<file path="src/rtl/uart_link_pkg.sv">
// -----------------------------------------------------------------------------
// uart_link_pkg
// Shared definitions for the UART link arbiter:
//   - link_state_t : arbiter FSM state encoding
//   - frame field positions inside the 32-bit TX frame
//   - default widths / counts used as parameter defaults
//   - idx_width()  : width of an index into an N-entry vector (min 1)
// -----------------------------------------------------------------------------
package uart_link_pkg;

    typedef enum logic [1:0] {
        ST_IDLE   = 2'd0,
        ST_LAUNCH = 2'd1,
        ST_TXWAIT = 2'd2,
        ST_RXWAIT = 2'd3
    } link_state_t;

    // TX frame layout: [11:0] addr, [19:12] wdata, [20] mode (1 = write)
    localparam int ADDR_LSB  = 0;
    localparam int ADDR_W    = 12;
    localparam int WDATA_LSB = 12;
    localparam int WDATA_W   = 8;
    localparam int MODE_BIT  = 20;

    localparam int DEF_NUM_REQ        = 2;
    localparam int DEF_FRAME_WIDTH    = 32;
    localparam int DEF_RESP_WIDTH     = 16;
    localparam int DEF_TIMEOUT_CYCLES = 100000;

    function automatic int idx_width(input int n);
        return (n > 1) ? $clog2(n) : 1;
    endfunction

endpackage

</file>
<file path="src/rtl/uart_link_arbiter_rr_arbiter.sv">
// -----------------------------------------------------------------------------
// rr_arbiter
// Combinational round-robin search: returns the first asserted request at or
// after the pointer, wrapping around the vector.
// Ports:
//   req_i     [N-1:0]  request vector
//   ptr_i     [IW-1:0] search start position (must be < N)
//   gnt_o     [N-1:0]  one-hot grant (all zero when no request)
//   idx_o     [IW-1:0] index of the granted request
//   any_req_o          at least one request asserted
// -----------------------------------------------------------------------------
module rr_arbiter #(
    parameter int N  = 2,
    parameter int IW = 1
) (
    input  logic [N-1:0]  req_i,
    input  logic [IW-1:0] ptr_i,
    output logic [N-1:0]  gnt_o,
    output logic [IW-1:0] idx_o,
    output logic          any_req_o
);

    // One extra bit so ptr + offset cannot overflow before the wrap.
    localparam int PW = IW + 1;

    logic [PW-1:0] pos;
    logic          found;

    always_comb begin
        gnt_o = '0;
        idx_o = '0;
        found = 1'b0;
        pos   = '0;
        for (int k = 0; k < N; k++) begin
            pos = {1'b0, ptr_i} + PW'(k);
            if (pos >= PW'(N)) begin
                pos = pos - PW'(N);
            end
            if (!found && req_i[pos[IW-1:0]]) begin
                gnt_o[pos[IW-1:0]] = 1'b1;
                idx_o              = pos[IW-1:0];
                found              = 1'b1;
            end
        end
    end

    assign any_req_o = |req_i;

endmodule

</file>
<file path="src/rtl/uart_link_arbiter.sv">
// -----------------------------------------------------------------------------
// uart_link_arbiter
// Shares one UART link between NUM_REQ bridge slave front-ends. The link is
// granted round-robin; the winning frame is launched with a one-cycle u_en and
// the arbiter waits for TX to finish. Read frames additionally hold the link
// until a fresh RX response arrives, which is steered back to the owner.
//
// Optional feature (macro UART_RESP_TIMEOUT_EN): read-response timeout after
// TIMEOUT_CYCLES cycles in RXWAIT, reported through resp_err. Without the
// macro RXWAIT waits indefinitely and resp_err is constant 0.
//
// Ports:
//   clk, rst        clock, asynchronous active-high reset
//   req_valid       per-requester frame pending (held until accepted)
//   req_frame       packed frames, requester i at [i*FRAME_WIDTH +: FRAME_WIDTH]
//   req_accept      one-cycle pulse when the requester's frame was latched
//                   (coincides with u_en)
//   req_done        one-cycle pulse when a write frame has finished TX
//   resp_valid      one-cycle pulse when a read response is available
//   resp_err        one-cycle pulse on read-response timeout
//   resp_data       last read response (shared), valid with resp_valid
//   u_din, u_en     frame and start pulse to the UART TX
//   u_tx_busy       UART TX busy
//   u_rx_ready      UART RX data ready (level)
//   u_dout          UART RX data
//   link_busy       arbiter is not idle
// -----------------------------------------------------------------------------
module uart_link_arbiter
    import uart_link_pkg::*;
#(
    parameter int NUM_REQ        = DEF_NUM_REQ,
    parameter int FRAME_WIDTH    = DEF_FRAME_WIDTH,
    parameter int RESP_WIDTH     = DEF_RESP_WIDTH,
    parameter int TIMEOUT_CYCLES = DEF_TIMEOUT_CYCLES
) (
    input  logic                           clk,
    input  logic                           rst,
    input  logic [NUM_REQ-1:0]             req_valid,
    input  logic [NUM_REQ*FRAME_WIDTH-1:0] req_frame,
    output logic [NUM_REQ-1:0]             req_accept,
    output logic [NUM_REQ-1:0]             req_done,
    output logic [NUM_REQ-1:0]             resp_valid,
    output logic [NUM_REQ-1:0]             resp_err,
    output logic [RESP_WIDTH-1:0]          resp_data,
    output logic [FRAME_WIDTH-1:0]         u_din,
    output logic                           u_en,
    input  logic                           u_tx_busy,
    input  logic                           u_rx_ready,
    input  logic [RESP_WIDTH-1:0]          u_dout,
    output logic                           link_busy
);

    localparam int IW = idx_width(NUM_REQ);

    // ------------------------------------------------------------------
    // Frame unpacking
    // ------------------------------------------------------------------
    logic [FRAME_WIDTH-1:0] frame_arr [NUM_REQ];

    generate
        for (genvar gi = 0; gi < NUM_REQ; gi++) begin : g_unpack
            assign frame_arr[gi] = req_frame[gi*FRAME_WIDTH +: FRAME_WIDTH];
        end
    endgenerate

    // ------------------------------------------------------------------
    // State
    // ------------------------------------------------------------------
    link_state_t            state_q, state_d;
    logic [IW-1:0]          rr_ptr_q, rr_ptr_d;
    logic [IW-1:0]          owner_q, owner_d;
    logic                   is_wr_q, is_wr_d;
    logic                   tx_seen_q, tx_seen_d;
    logic                   rx_prev_q;
    logic [FRAME_WIDTH-1:0] u_din_q, u_din_d;
    logic [RESP_WIDTH-1:0]  resp_data_q, resp_data_d;
    logic [NUM_REQ-1:0]     accept_q, accept_d;
    logic [NUM_REQ-1:0]     done_q, done_d;
    logic [NUM_REQ-1:0]     rvalid_q, rvalid_d;

`ifdef UART_RESP_TIMEOUT_EN
    localparam int CNT_W = $clog2(TIMEOUT_CYCLES) + 1;
    logic [CNT_W-1:0]       cnt_q, cnt_d;
    logic [NUM_REQ-1:0]     err_q, err_d;
`endif

    // ------------------------------------------------------------------
    // Round-robin selection
    // ------------------------------------------------------------------
    logic [NUM_REQ-1:0] gnt;
    logic [IW-1:0]      gnt_idx;
    logic               any_req;

    rr_arbiter #(
        .N  (NUM_REQ),
        .IW (IW)
    ) u_rr (
        .req_i     (req_valid),
        .ptr_i     (rr_ptr_q),
        .gnt_o     (gnt),
        .idx_o     (gnt_idx),
        .any_req_o (any_req)
    );

    logic [NUM_REQ-1:0] owner_oh;
    logic               rx_rise;

    assign owner_oh = NUM_REQ'(1) << owner_q;
    // rx_prev tracks the ready level every cycle, so a level that is already
    // high when RXWAIT is entered never looks like a rising edge.
    assign rx_rise  = u_rx_ready & ~rx_prev_q;

    // ------------------------------------------------------------------
    // Next-state / output logic
    // ------------------------------------------------------------------
    always_comb begin
        state_d     = state_q;
        rr_ptr_d    = rr_ptr_q;
        owner_d     = owner_q;
        is_wr_d     = is_wr_q;
        tx_seen_d   = tx_seen_q;
        u_din_d     = u_din_q;
        resp_data_d = resp_data_q;
        accept_d    = '0;
        done_d      = '0;
        rvalid_d    = '0;
`ifdef UART_RESP_TIMEOUT_EN
        cnt_d       = cnt_q;
        err_d       = '0;
`endif

        unique case (state_q)
            ST_IDLE: begin
                if (any_req) begin
                    u_din_d  = frame_arr[gnt_idx];
                    owner_d  = gnt_idx;
                    is_wr_d  = frame_arr[gnt_idx][MODE_BIT];
                    accept_d = gnt;
                    rr_ptr_d = (gnt_idx == IW'(NUM_REQ - 1)) ? '0 : gnt_idx + IW'(1);
                    state_d  = ST_LAUNCH;
                end
            end

            ST_LAUNCH: begin
                tx_seen_d = 1'b0;
                state_d   = ST_TXWAIT;
            end

            ST_TXWAIT: begin
                // Completion requires busy to have been seen first, so the
                // cycles before the UART raises busy are not mistaken for done.
                if (u_tx_busy) begin
                    tx_seen_d = 1'b1;
                end else if (tx_seen_q) begin
                    if (is_wr_q) begin
                        done_d  = owner_oh;
                        state_d = ST_IDLE;
                    end else begin
                        state_d = ST_RXWAIT;
`ifdef UART_RESP_TIMEOUT_EN
                        cnt_d   = '0;
`endif
                    end
                end
            end

            ST_RXWAIT: begin
                if (rx_rise) begin
                    resp_data_d = u_dout;
                    rvalid_d    = owner_oh;
                    state_d     = ST_IDLE;
                end
`ifdef UART_RESP_TIMEOUT_EN
                // A response in the timeout cycle takes priority (checked above).
                else if (cnt_q == CNT_W'(TIMEOUT_CYCLES - 1)) begin
                    err_d   = owner_oh;
                    state_d = ST_IDLE;
                end else begin
                    cnt_d = cnt_q + CNT_W'(1);
                end
`endif
            end

            default: begin
                state_d = ST_IDLE;
            end
        endcase
    end

    // ------------------------------------------------------------------
    // Registers
    // ------------------------------------------------------------------
    always_ff @(posedge clk or posedge rst) begin
        if (rst) begin
            state_q     <= ST_IDLE;
            rr_ptr_q    <= '0;
            owner_q     <= '0;
            is_wr_q     <= 1'b0;
            tx_seen_q   <= 1'b0;
            rx_prev_q   <= 1'b0;
            u_din_q     <= '0;
            resp_data_q <= '0;
            accept_q    <= '0;
            done_q      <= '0;
            rvalid_q    <= '0;
        end else begin
            state_q     <= state_d;
            rr_ptr_q    <= rr_ptr_d;
            owner_q     <= owner_d;
            is_wr_q     <= is_wr_d;
            tx_seen_q   <= tx_seen_d;
            rx_prev_q   <= u_rx_ready;
            u_din_q     <= u_din_d;
            resp_data_q <= resp_data_d;
            accept_q    <= accept_d;
            done_q      <= done_d;
            rvalid_q    <= rvalid_d;
        end
    end

`ifdef UART_RESP_TIMEOUT_EN
    always_ff @(posedge clk or posedge rst) begin
        if (rst) begin
            cnt_q <= '0;
            err_q <= '0;
        end else begin
            cnt_q <= cnt_d;
            err_q <= err_d;
        end
    end

    assign resp_err = err_q;
`else
    assign resp_err = '0;
`endif

    // ------------------------------------------------------------------
    // Outputs
    // ------------------------------------------------------------------
    // u_en is decoded from the state register so reset removes it at once.
    assign u_en       = (state_q == ST_LAUNCH);
    assign link_busy  = (state_q != ST_IDLE);
    assign u_din      = u_din_q;
    assign resp_data  = resp_data_q;
    assign req_accept = accept_q;
    assign req_done   = done_q;
    assign resp_valid = rvalid_q;

endmodule

</file>
<file path="config.mk">
export PLATFORM = sky130hd
export DESIGN_NAME = uart_link_arbiter
export DESIGN_NICKNAME = d
export VERILOG_FILES = /design/src/rtl/uart_link_pkg.sv /design/src/rtl/uart_link_arbiter_rr_arbiter.sv /design/src/rtl/uart_link_arbiter.sv
export SDC_FILE = /design/constraint.sdc
export NUM_CORES = 1
export LEC_CHECK = 0
export BUFFER_PORTS_ARGS = -buffer_cell sky130_fd_sc_hd__buf_2
export CORE_AREA = 2 2 76 85
export DETAILED_ROUTE_END_ITERATION = 7
export DIE_AREA = 0 0 78 87
export PLACE_DENSITY = 0.81
export SLEW_MARGIN = 40
export SYNTH_ARGS = -nofsm -noshare
export SYNTH_HDL_FRONTEND = slang
export SYNTH_SLANG_ARGS = --single-unit
</file>
<file path="constraint.sdc">
create_clock -name clk -period 2.29 [get_ports clk]
set_input_delay 0.229 -clock clk [delete_from_list [all_inputs] [get_ports clk]]
set_output_delay 0.229 -clock clk [all_outputs]
set_load 0.05 [all_outputs]
</file>
==> results of run 1 <==
[cells in the final DEF, fill, tap and decap left out]
| cell | instances |
|---|---|
| and2b_1 | 2 |
| nor2_1 | 4 |
| clkinv_2 | 2 |
| a21boi_0 | 1 |
| inv_2 | 1 |
| bufinv_16 | 1 |
| nand2_1 | 4 |
| nand2b_1 | 1 |
| nand3_1 | 1 |
| inv_1 | 3 |
| a21o_1 | 2 |
| buf_2 | 141 |
| dlygate4sd3_1 | 1 |
| nor2_2 | 2 |
| mux2_2 | 16 |
| nor2b_1 | 2 |
| and3_4 | 1 |
| and3_1 | 1 |
| dfrtp_1 | 60 |
| o221ai_1 | 1 |
| a221o_1 | 32 |
| conb_1 | 2 |
| buf_4 | 4 |
| o21a_1 | 33 |
| clkbuf_8 | 11 |
| o21ai_0 | 2 |
| clkinvlp_4 | 1 |
| nand3_2 | 1 |
| clkbuf_1 | 1 |
[cell type report]
type | instances | area (um2) | share of cell area (%)
clock inverter | 4 | 47.5 | 1.37
tap | 80 | 100 | 2.88
clock buffer | 12 | 155 | 4.47
multi-input combinational | 108 | 906 | 26.1
timing repair buffer | 146 | 746 | 21.5
sequential | 60 | 1500 | 43.3
inverter | 4 | 15.0 | 0.433
[per-layer routing]
| metal | up-vias | GRT usage (%) |
|---|---|---|
| li1 | 994 | - |
| met1 | 1001 | 20.1 |
| met2 | 102 | 31.5 |
| met3 | 13 | 5.50 |
| met4 | 0 | 8.61 |
| met5 | - | 0 |
[report_power, final]
part | internal [mW] | switching, mW
Clock | 0.558 | 0.390
Sequential | 1.52 | 0.251
Combinational | 0.929 | 2.15
[critical path, delay by kind of cell (launching register included)]
kind | cells | cell delay, ns
buffers and inverters | 2 | 0.67
DFF | 1 | 0.44
and+or+nand+nor | 1 | 0.07
[kinds of logic after synthesis]
| group | synth area share, % |
|---|---|
| and+or+nand+nor | 4.19 |
| muxes | 7.09 |
| AOI/OAI and AO/OA | 24.0 |
| DFF | 59.1 |
| buffers and inverters | 5.51 |
| other | 0.148 |
[worst paths after layout]
path,start,to,slack [ns],cells after the start
max,state_q[0],link_busy,0.55,3
min,u_rx_ready,rx_prev_q,0.02,1
max reg2reg,state_q[1],u_din[18],0.59,5
min reg2reg,owner_q,req_done[0],0.50,1
max in group asynchronous,rst,resp_data[13],0.98,4
min in group asynchronous,rst,u_din[6],0.48,3
[state kept, by name (all words and copies together), names as in the netlist]
register / flops
owner_q: 1
state_q: 2
rx_prev_q: 1
req_done: 2
resp_data: 16
resp_valid: 2
rr_ptr_q: 1
req_accept: 2
u_din: 32
tx_seen_q: 1
[through the flow]
step	area, um2	utilization [%]	worst slack, ns
global route	3470	57.8	0.414
detailed placement	3260	54.3	0.585
finish	3470	57.8	0.549
CTS	3470	57.8	0.525
global placement	3260	54.3	0.656
floorplan	2540	-	0.576
[what timing repair did]
action / CTS / global route
hold buffers: 1 / 0
endpoints found under the hold margin: 25 / 0
resized for setup: 0 / 0
==> results.sh, run 1 <==
export IMPL_crit_slowest_cell="dfrtp_1"
export IMPL_synth_edf_count=0
export IMPL_layoutNonFillerInstCount=414
export IMPL_dominantRegCellSynth="dfrtp_1"
export IMPL_post_synth_top_count_cell="dfrtp_1"
export IMPL_timing_final_setup_violations=0
export IMPL_routed_wire_length_per_instance_um=14.2
export IMPL_drt_initial_drc_count=55
export IMPL_path_clk_slew_ns=0.06
export IMPL_async_reset_ff_share_pct=100
export IMPL_hold_class="input pin to flip-flop"
export IMPL_die_y_um=87
export IMPL_critical_path_class="flip-flop to primary output"
export IMPL_cts_num_sinks=60
export IMPL_critPathRequiredTime_ns=2.06
export IMPL_worst_slew_margin_rel_pct=63.9
export IMPL_post_route_period_util_pct=76.0
export IMPL_clock_tree_root_cell="clkbuf_8"
export IMPL_post_layout_total_power_mw=5.80
export IMPL_core_area_um2=6010
export IMPL_placed_cells=397
export IMPL_total_die_area_um2=6790
export IMPL_timing_max_transition_violations_final=0
export IMPL_power_ir_vdd_worst_v=0.000732
export IMPL_number_of_distinct_library_cells_after_synthesis=24
export IMPL_synth_cells=189
export IMPL_first_pass_detailed_route_iteration_total=4
export IMPL_gp_routability_congestion=0.742
export IMPL_synth_ff_latch_count=60
export IMPL_totalNegativeSetupSlack_ns=0
export IMPL_worst_ep_arrival_time_ns=1.51
export IMPL_io_buffers=141
export IMPL_cts_htree_levels=3
export IMPL_worst_slew_pin_transition_ns=0.540
export IMPL_synthesis_area_um2=2540
export IMPL_std_cell_rows=30
export IMPL_antenna_diode_count=0
export IMPL_route_met3_wl_um=445
export IMPL_highest_layer="met4"
export IMPL_final_min_clock_period_ns=1.74
export IMPL_critical_path_max_fanout=13
export IMPL_cts_tree="yes"
export IMPL_grt_first_pass_wirelength_um=9340
export IMPL_post_synth_main_area_contributors="dfrtp_1 59%, a221o_1 13%, o21a_1 9.7%, mux2_2 7.1%, buf_6 2.2%"
export IMPL_final_nets=415
export IMPL_die_w_um=78
export IMPL_drt_vias_per_instance=5.10
export IMPL_powerDensity_nw_per_um2=1670
export IMPL_launching_element_type_of_the_critical_path="flip-flop"
export IMPL_met2_wirelength_um=2910
export IMPL_clockBufferDepth=2
export IMPL_number_of_global_route_vias_before_repair=2103
export IMPL_postCtsSetupRepairBufs=0
export IMPL_timing_critical_path_cells="nor2_2 > inv_1 > buf_2"
export IMPL_result_of_the_run="complete, no violations"
export IMPL_tot_gr_track_use_pct=18.0
export IMPL_initial_utilization_pct=42.3
export IMPL_holdWs_ns=0.0175
export IMPL_overflow=0
export IMPL_report_final_hold_viol_count=0
export IMPL_timing_critical_path_to_type="primary output"
export IMPL_dr_total_vias=2110
export IMPL_pin_count_of_the_biggest_net_entering_global_routing=36
export IMPL_synth_top_cell_area_share_pct=59.1
export IMPL_fin_worst_skew_ns=0.0101
export IMPL_final_fill_count=503
export IMPL_post_route_drc_count=0
export IMPL_ios=144
export IMPL_post_dp_hpwl_um=4240
export IMPL_antenna_found_initial=0
export IMPL_post_synth_top_area_cell="dfrtp_1"
export IMPL_number_of_buffers_added_by_the_clock_tree_synthesis_step=9
export IMPL_met1_length_um=2430
export IMPL_drive_above_1_share_pct=54.2
export IMPL_setup_repair_after_global_routing_missed_its_margin="false"
export IMPL_drv_cap=0
export IMPL_syn_avg_cell_area_um2=13.4
export IMPL_synth_top_cells_by_count="60 x dfrtp_1, 33 x o21a_1, 32 x a221o_1"
export IMPL_max_freq_ghz=0.575
export IMPL_clock_latency_ns=0.34
export IMPL_synth_warnings=0
export IMPL_drt_total_wl_um=5900
export IMPL_critPathMaxStageDelay_ns=0.44
export IMPL_leakage_nw=1.81
export IMPL_proportion_of_synthesized_chip_area_in_sequential_cells_pct=59.1
export IMPL_antenna_left=0
export IMPL_syn_to_final_growth_pct=36.6
(Power assumes the default switching activity.)
==> run 2: changes to the inputs <==
- clock period: 2.29 -> 1.7 ns (I/O delays scaled with it)
==> run 2 against run 1 <==
Against the previous run: global-route usage rose by 0.28 points; power rose by 39%; clock power increased by 54%; routed wire length rose by 2.2%; largest power group unchanged; hold slack improved by 0.054 ns; non-clock buffer count is 3 higher; critical path depth grew 1; first-iteration DRC count up 65%; sequential power up 37%; sequential share of layout area fell by 1.2 points.
==> results.sh, run 2 (synthesized netlist as in run 1, its figures left out) <==
export IMPL_clock_latency_ns=0.33
export IMPL_gp_routability_congestion=0.747
export IMPL_worst_slew_pin_transition_ns=0.509
export IMPL_critPathRequiredTime_ns=1.53
export IMPL_timing_max_transition_violations_final=0
export IMPL_hold_end="u_din[11]"
export IMPL_antenna_diode_count=0
export IMPL_leakage_nw=1.86
export IMPL_drt_initial_drc_count=91
export IMPL_std_cell_rows=30
export IMPL_ios=144
export IMPL_critical_path_class="flip-flop to primary output"
export IMPL_r2r_setup_slack_ns=0.21
export IMPL_final_min_clock_period_ns=1.62
export IMPL_r2r_end="u_din[29]"
export IMPL_path_clk_slew_ns=0.07
export IMPL_postCtsSetupRepairBufs=0
export IMPL_rr_startpoint="state_q[1]"
export IMPL_routed_wire_length_per_instance_um=14.5
export IMPL_drv_cap=0
export IMPL_final_nets=418
export IMPL_worstRegToRegCells=5
export IMPL_timing_critical_path_to_type="primary output"
export IMPL_post_place_ws_ns=0.0563
export IMPL_report_final_hold_viol_count=0
export IMPL_critical_path_max_fanout=31
export IMPL_post_dp_hpwl_um=4290
export IMPL_antenna_found_initial=0
export IMPL_largest_register_ff_count=32
export IMPL_final_common_cell="buf_2"
export IMPL_io_buffers=141
export IMPL_worst_ep_arrival_time_ns=1.45
export IMPL_overflow=0
export IMPL_core_area_um2=6010
export IMPL_grt_first_pass_wirelength_um=9580
export IMPL_totalNegativeSetupSlack_ns=0
export IMPL_layout_common_cells="140 x buf_2, 58 x dfrtp_1, 33 x o21a_1, 32 x a221o_1, 16 x mux2_2"
export IMPL_cts_tree="yes"
export IMPL_power_ir_vdd_worst_v=0.00117
export IMPL_antenna_left=0
export IMPL_die_y_um=87
export IMPL_cts_num_sinks=60
export IMPL_syn_to_final_growth_pct=40.7
export IMPL_clock_tree_root_cell="clkbuf_8"
export IMPL_setup_repair_after_global_routing_missed_its_margin="true"
export IMPL_cts_htree_levels=3
export IMPL_first_pass_detailed_route_iteration_total=4
export IMPL_launching_element_type_of_the_critical_path="flip-flop"
export IMPL_clockBufferDepth=2
export IMPL_timing_final_setup_violations=0
export IMPL_hold_class="input pin to flip-flop"
export IMPL_layoutNonFillerInstCount=417
export IMPL_worst_slew_margin_rel_pct=66.0
export IMPL_drt_total_wl_um=6030
export IMPL_dr_total_vias=2150
export IMPL_final_fill_count=528
export IMPL_post_route_drc_count=0
export IMPL_pin_count_of_the_biggest_net_entering_global_routing=61
export IMPL_number_of_global_route_vias_before_repair=2059
export IMPL_number_of_buffers_added_by_the_clock_tree_synthesis_step=9
export IMPL_powerDensity_nw_per_um2=2260
export IMPL_finalWorstSetupSlack_ns=0.0800
export IMPL_worst_hold_startpoint="req_frame[43]"
export IMPL_total_die_area_um2=6790
export IMPL_max_freq_ghz=0.617
export IMPL_placed_cells=399
export IMPL_drt_vias_per_instance=5.16
export IMPL_whs_path_depth=2
export IMPL_die_w_um=78
export IMPL_result_of_the_run="complete, no violations"
export IMPL_tot_gr_track_use_pct=18.3
export IMPL_holdWs_ns=0.0713
export IMPL_initial_utilization_pct=42.3
export IMPL_drive_above_1_share_pct=55.2
export IMPL_post_route_period_util_pct=95.3
export IMPL_fin_worst_skew_ns=0.00778
## run 2: worst max-delay path: stages (launching register included)
cell and delay [ns]:
dfrtp_2 0.46, nor2_4 0.16, inv_1 0.11, buf_12 0.18, clkbuf_4 0.22
## run 2: cell type report
| class | instances | area [um2] | area share (%) |
|---|---|---|---|
| Clock buffer | 12 | 165 | 4.62 |
| Clock inverter | 4 | 70.1 | 1.96 |
| Inverter | 4 | 15.0 | 0.420 |
| Multi-Input combinational cell | 108 | 923 | 25.8 |
| Sequential cell | 60 | 1500 | 42.1 |
| Tap cell | 80 | 100 | 2.80 |
| Timing Repair Buffer | 149 | 798 | 22.3 |
## run 2: worst max-delay path by stage
stage                      start   endpoint  slack, ns  cells past startpoint
finish                state_q[1]  link_busy       0.08                      4
floorplan                    rst    owner_q       0.05                      1
global placement      state_q[1]  u_din[30]       0.18                      5
detailed placement  req_valid[0]  u_din[11]       0.06                      5
global route          state_q[1]  link_busy     -0.003                      4
CTS                   state_q[0]  link_busy       0.01                      4
## run 2: stage by stage
stage | cell area, um2 | total power [mW] | util (%)
2_1_floorplan | 2540 | 5.67 | -
3_3_place_gp | 3300 | 6.53 | 54.9
3_5_place_dp | 3300 | 6.62 | 54.9
4_1_cts | 3560 | 8.11 | 59.3
5_1_grt | 3580 | 8.46 | 59.5
6_report | 3580 | 8.06 | 59.5
## run 2: where the power goes
group	internal, mW	switching (mW)	total [mW]
clock	0.940	0.520	1.46
combinational	1.30	2.89	4.19
sequential	2.05	0.362	2.42
total	4.29	3.77	8.06
## run 2: repair_timing
action	4_1_cts	5_1_grt
gates cloned	0	0
hold buffers	2	0
endpoints found under the hold margin	61	0
endpoints found under the setup margin	1	17
gates resized for setup	1	4
## run 2: routing by layer
metal,part of all wire [%],vias to the layer above,track usage [%]
met5,0,-,0
met4,1.6,0,9.25
met3,7.4,12,5.29
met2,50,107,31.3
met1,41,1035,20.9
li1,-,996,-
==> run 3: changes to the inputs <==
- RECOVER_POWER: not set -> 25
==> run 3 against run 2 <==
Against the previous run: design area is 0.35% lower; combinational power hardly changed; flip-flop and latch count stayed put; clock skew hardly changed; sequential power hardly changed; largest cell class unchanged.
==> results.sh, run 3 (synthesized netlist as in run 1, its figures left out) <==
export IMPL_result_of_the_run="complete, no violations"
export IMPL_ios=144
export IMPL_cts_htree_levels=3
export IMPL_syn_to_final_growth_pct=40.2
export IMPL_post_dp_hpwl_um=4290
export IMPL_io_buffers=141
export IMPL_first_pass_detailed_route_iteration_total=4
export IMPL_fin_worst_skew_ns=0.00759
export IMPL_initial_utilization_pct=42.3
export IMPL_worst_slew_margin_rel_pct=47.5
export IMPL_totalNegativeSetupSlack_ns=0
export IMPL_core_area_um2=6010
export IMPL_final_nets=418
export IMPL_drive_above_1_share_pct=54.9
export IMPL_cts_tree="yes"
export IMPL_timing_final_setup_violations=0
export IMPL_number_of_global_route_vias_before_repair=2059
export IMPL_timing_critical_path_cells="nor2_4 > inv_1 > buf_12 > clkbuf_4"
export IMPL_leakage_nw=1.85
export IMPL_powerDensity_nw_per_um2=2260
export IMPL_clock_latency_ns=0.33
export IMPL_drt_total_wl_um=6090
export IMPL_max_freq_ghz=0.616
export IMPL_final_common_cell="buf_2"
export IMPL_die_w_um=78
export IMPL_crit_slowest_cell="dfrtp_2"
export IMPL_antenna_found_initial=0
export IMPL_post_route_period_util_pct=95.4
export IMPL_post_route_drc_count=0
export IMPL_hold_class="input pin to flip-flop"
export IMPL_grt_first_pass_wirelength_um=9580
export IMPL_drt_vias_per_instance=5.16
export IMPL_critPathMaxStageDelay_ns=0.46
export IMPL_timing_critical_path_to_type="primary output"
export IMPL_dr_total_vias=2150
export IMPL_drv_cap=0
export IMPL_layout_common_cells="139 x buf_2, 58 x dfrtp_1, 33 x o21a_1, 32 x a221o_1, 16 x mux2_2"
export IMPL_die_y_um=87
export IMPL_launching_element_type_of_the_critical_path="flip-flop"
export IMPL_drt_initial_drc_count=87
export IMPL_setup_repair_after_global_routing_missed_its_margin="true"
export IMPL_total_die_area_um2=6790
export IMPL_final_min_clock_period_ns=1.62
export IMPL_path_clk_slew_ns=0.06
export IMPL_timing_max_transition_violations_final=0
export IMPL_sequential_cell_area_um2=1500
export IMPL_gp_routability_congestion=0.747
export IMPL_pin_count_of_the_biggest_net_entering_global_routing=61
export IMPL_critical_path_max_fanout=31
export IMPL_final_fill_count=529
export IMPL_layoutNonFillerInstCount=417
export IMPL_cts_num_sinks=60
export IMPL_antenna_left=0
export IMPL_routed_wire_length_per_instance_um=14.6
export IMPL_worst_slew_pin_transition_ns=0.788
export IMPL_post_place_ws_ns=0.0563
export IMPL_finalInstanceArea_um2=3560
export IMPL_critical_path_class="flip-flop to primary output"
export IMPL_clockBufferDepth=2
export IMPL_std_cell_rows=30
export IMPL_critPathRequiredTime_ns=1.53
export IMPL_number_of_buffers_added_by_the_clock_tree_synthesis_step=9
export IMPL_overflow=0
export IMPL_placed_cell_area_um2=3300
export IMPL_largest_register_ff_count=32
export IMPL_antenna_diode_count=0
export IMPL_report_final_hold_viol_count=0
export IMPL_finalWorstSetupSlack_ns=0.0778
export IMPL_worst_ep_arrival_time_ns=1.45
export IMPL_clock_tree_root_cell="clkbuf_8"
export IMPL_tot_gr_track_use_pct=18.3
export IMPL_placed_cells=399
export IMPL_area_taken_by_multi_input_logic_gates_um2=923
export IMPL_power_ir_vdd_worst_v=0.00116
-- run 3: cell count changes in the layout (fill, tap and decap cells not counted), sizes merged --
| cell | before | now |
|---|---|---|
| clkbuf | 13 | 15 |
| buf | 146 | 144 |
-- run 3: cell type report --
class,count,share of cell area (%)
inverter,4,0.421
sequential,60,42.2
clock buffer,12,4.63
tap,80,2.81
clock inverter,4,1.97
multi-input combinational,108,25.9
timing repair buffer,149,22.1
-- run 3: metal layers --
metal | vias up | routed length [um] | track usage [%] | share of wire (%)
met1 | 1038 | 2510 | 20.9 | 41
met2 | 105 | 3040 | 31.3 | 50
met5 | - | 0 | 0 | 0
met3 | 10 | 454 | 5.29 | 7.4
met4 | 0 | 92 | 9.25 | 1.5
li1 | 997 | - | - | -
-- run 3: repair_timing --
action                                 in CTS  in global routing
resized for setup                           1                  4
pin swaps                                   0                  0
hold buffers                                2                  0
setup endpoints to repair                   1                 17
buffers inserted                            0                  0
endpoints found under the hold margin      61                  0
-- run 3: power by group --
part / leakage, nW / internal [mW] / total [mW] / switching [mW]
clock: 0.122 / 0.940 / 1.46 / 0.522
combinational: 0.987 / 1.29 / 4.19 / 2.89
sequential: 0.743 / 2.05 / 2.42 / 0.362
total: 1.85 / 4.29 / 8.06 / 3.78
-- run 3: path summary, 6_finish.rpt --
check,cells after the start,end,from,slack [ns]
max,4,link_busy,state_q[1],0.08
min in group asynchronous,4,u_din[0],rst,0.65
max in group asynchronous,4,state_q[1],rst,0.50
min,2,u_din[0],req_frame[32],0.07
min reg2reg,1,resp_valid[0],owner_q,0.48
max reg2reg,5,u_din[24],state_q[1],0.21
-- run 3: stage by stage --
step / power (mW) / hold WS, ns / util (%)
finish: 8.06 / 0.0703 / 59.3
floorplan: 5.67 / 0.201 / -
detailed placement: 6.62 / 0.254 / 54.9
global placement: 6.53 / 0.250 / 54.9
CTS: 8.11 / 0.0542 / 59.3
global route: 8.46 / 0.0513 / 59.3
-- run 3: worst max-delay path: cells and delay by family, from the launching register on --
kind	cells	cell delay [ns]
simple gates	1	0.16
flops	1	0.46
buf+inv	3	0.51
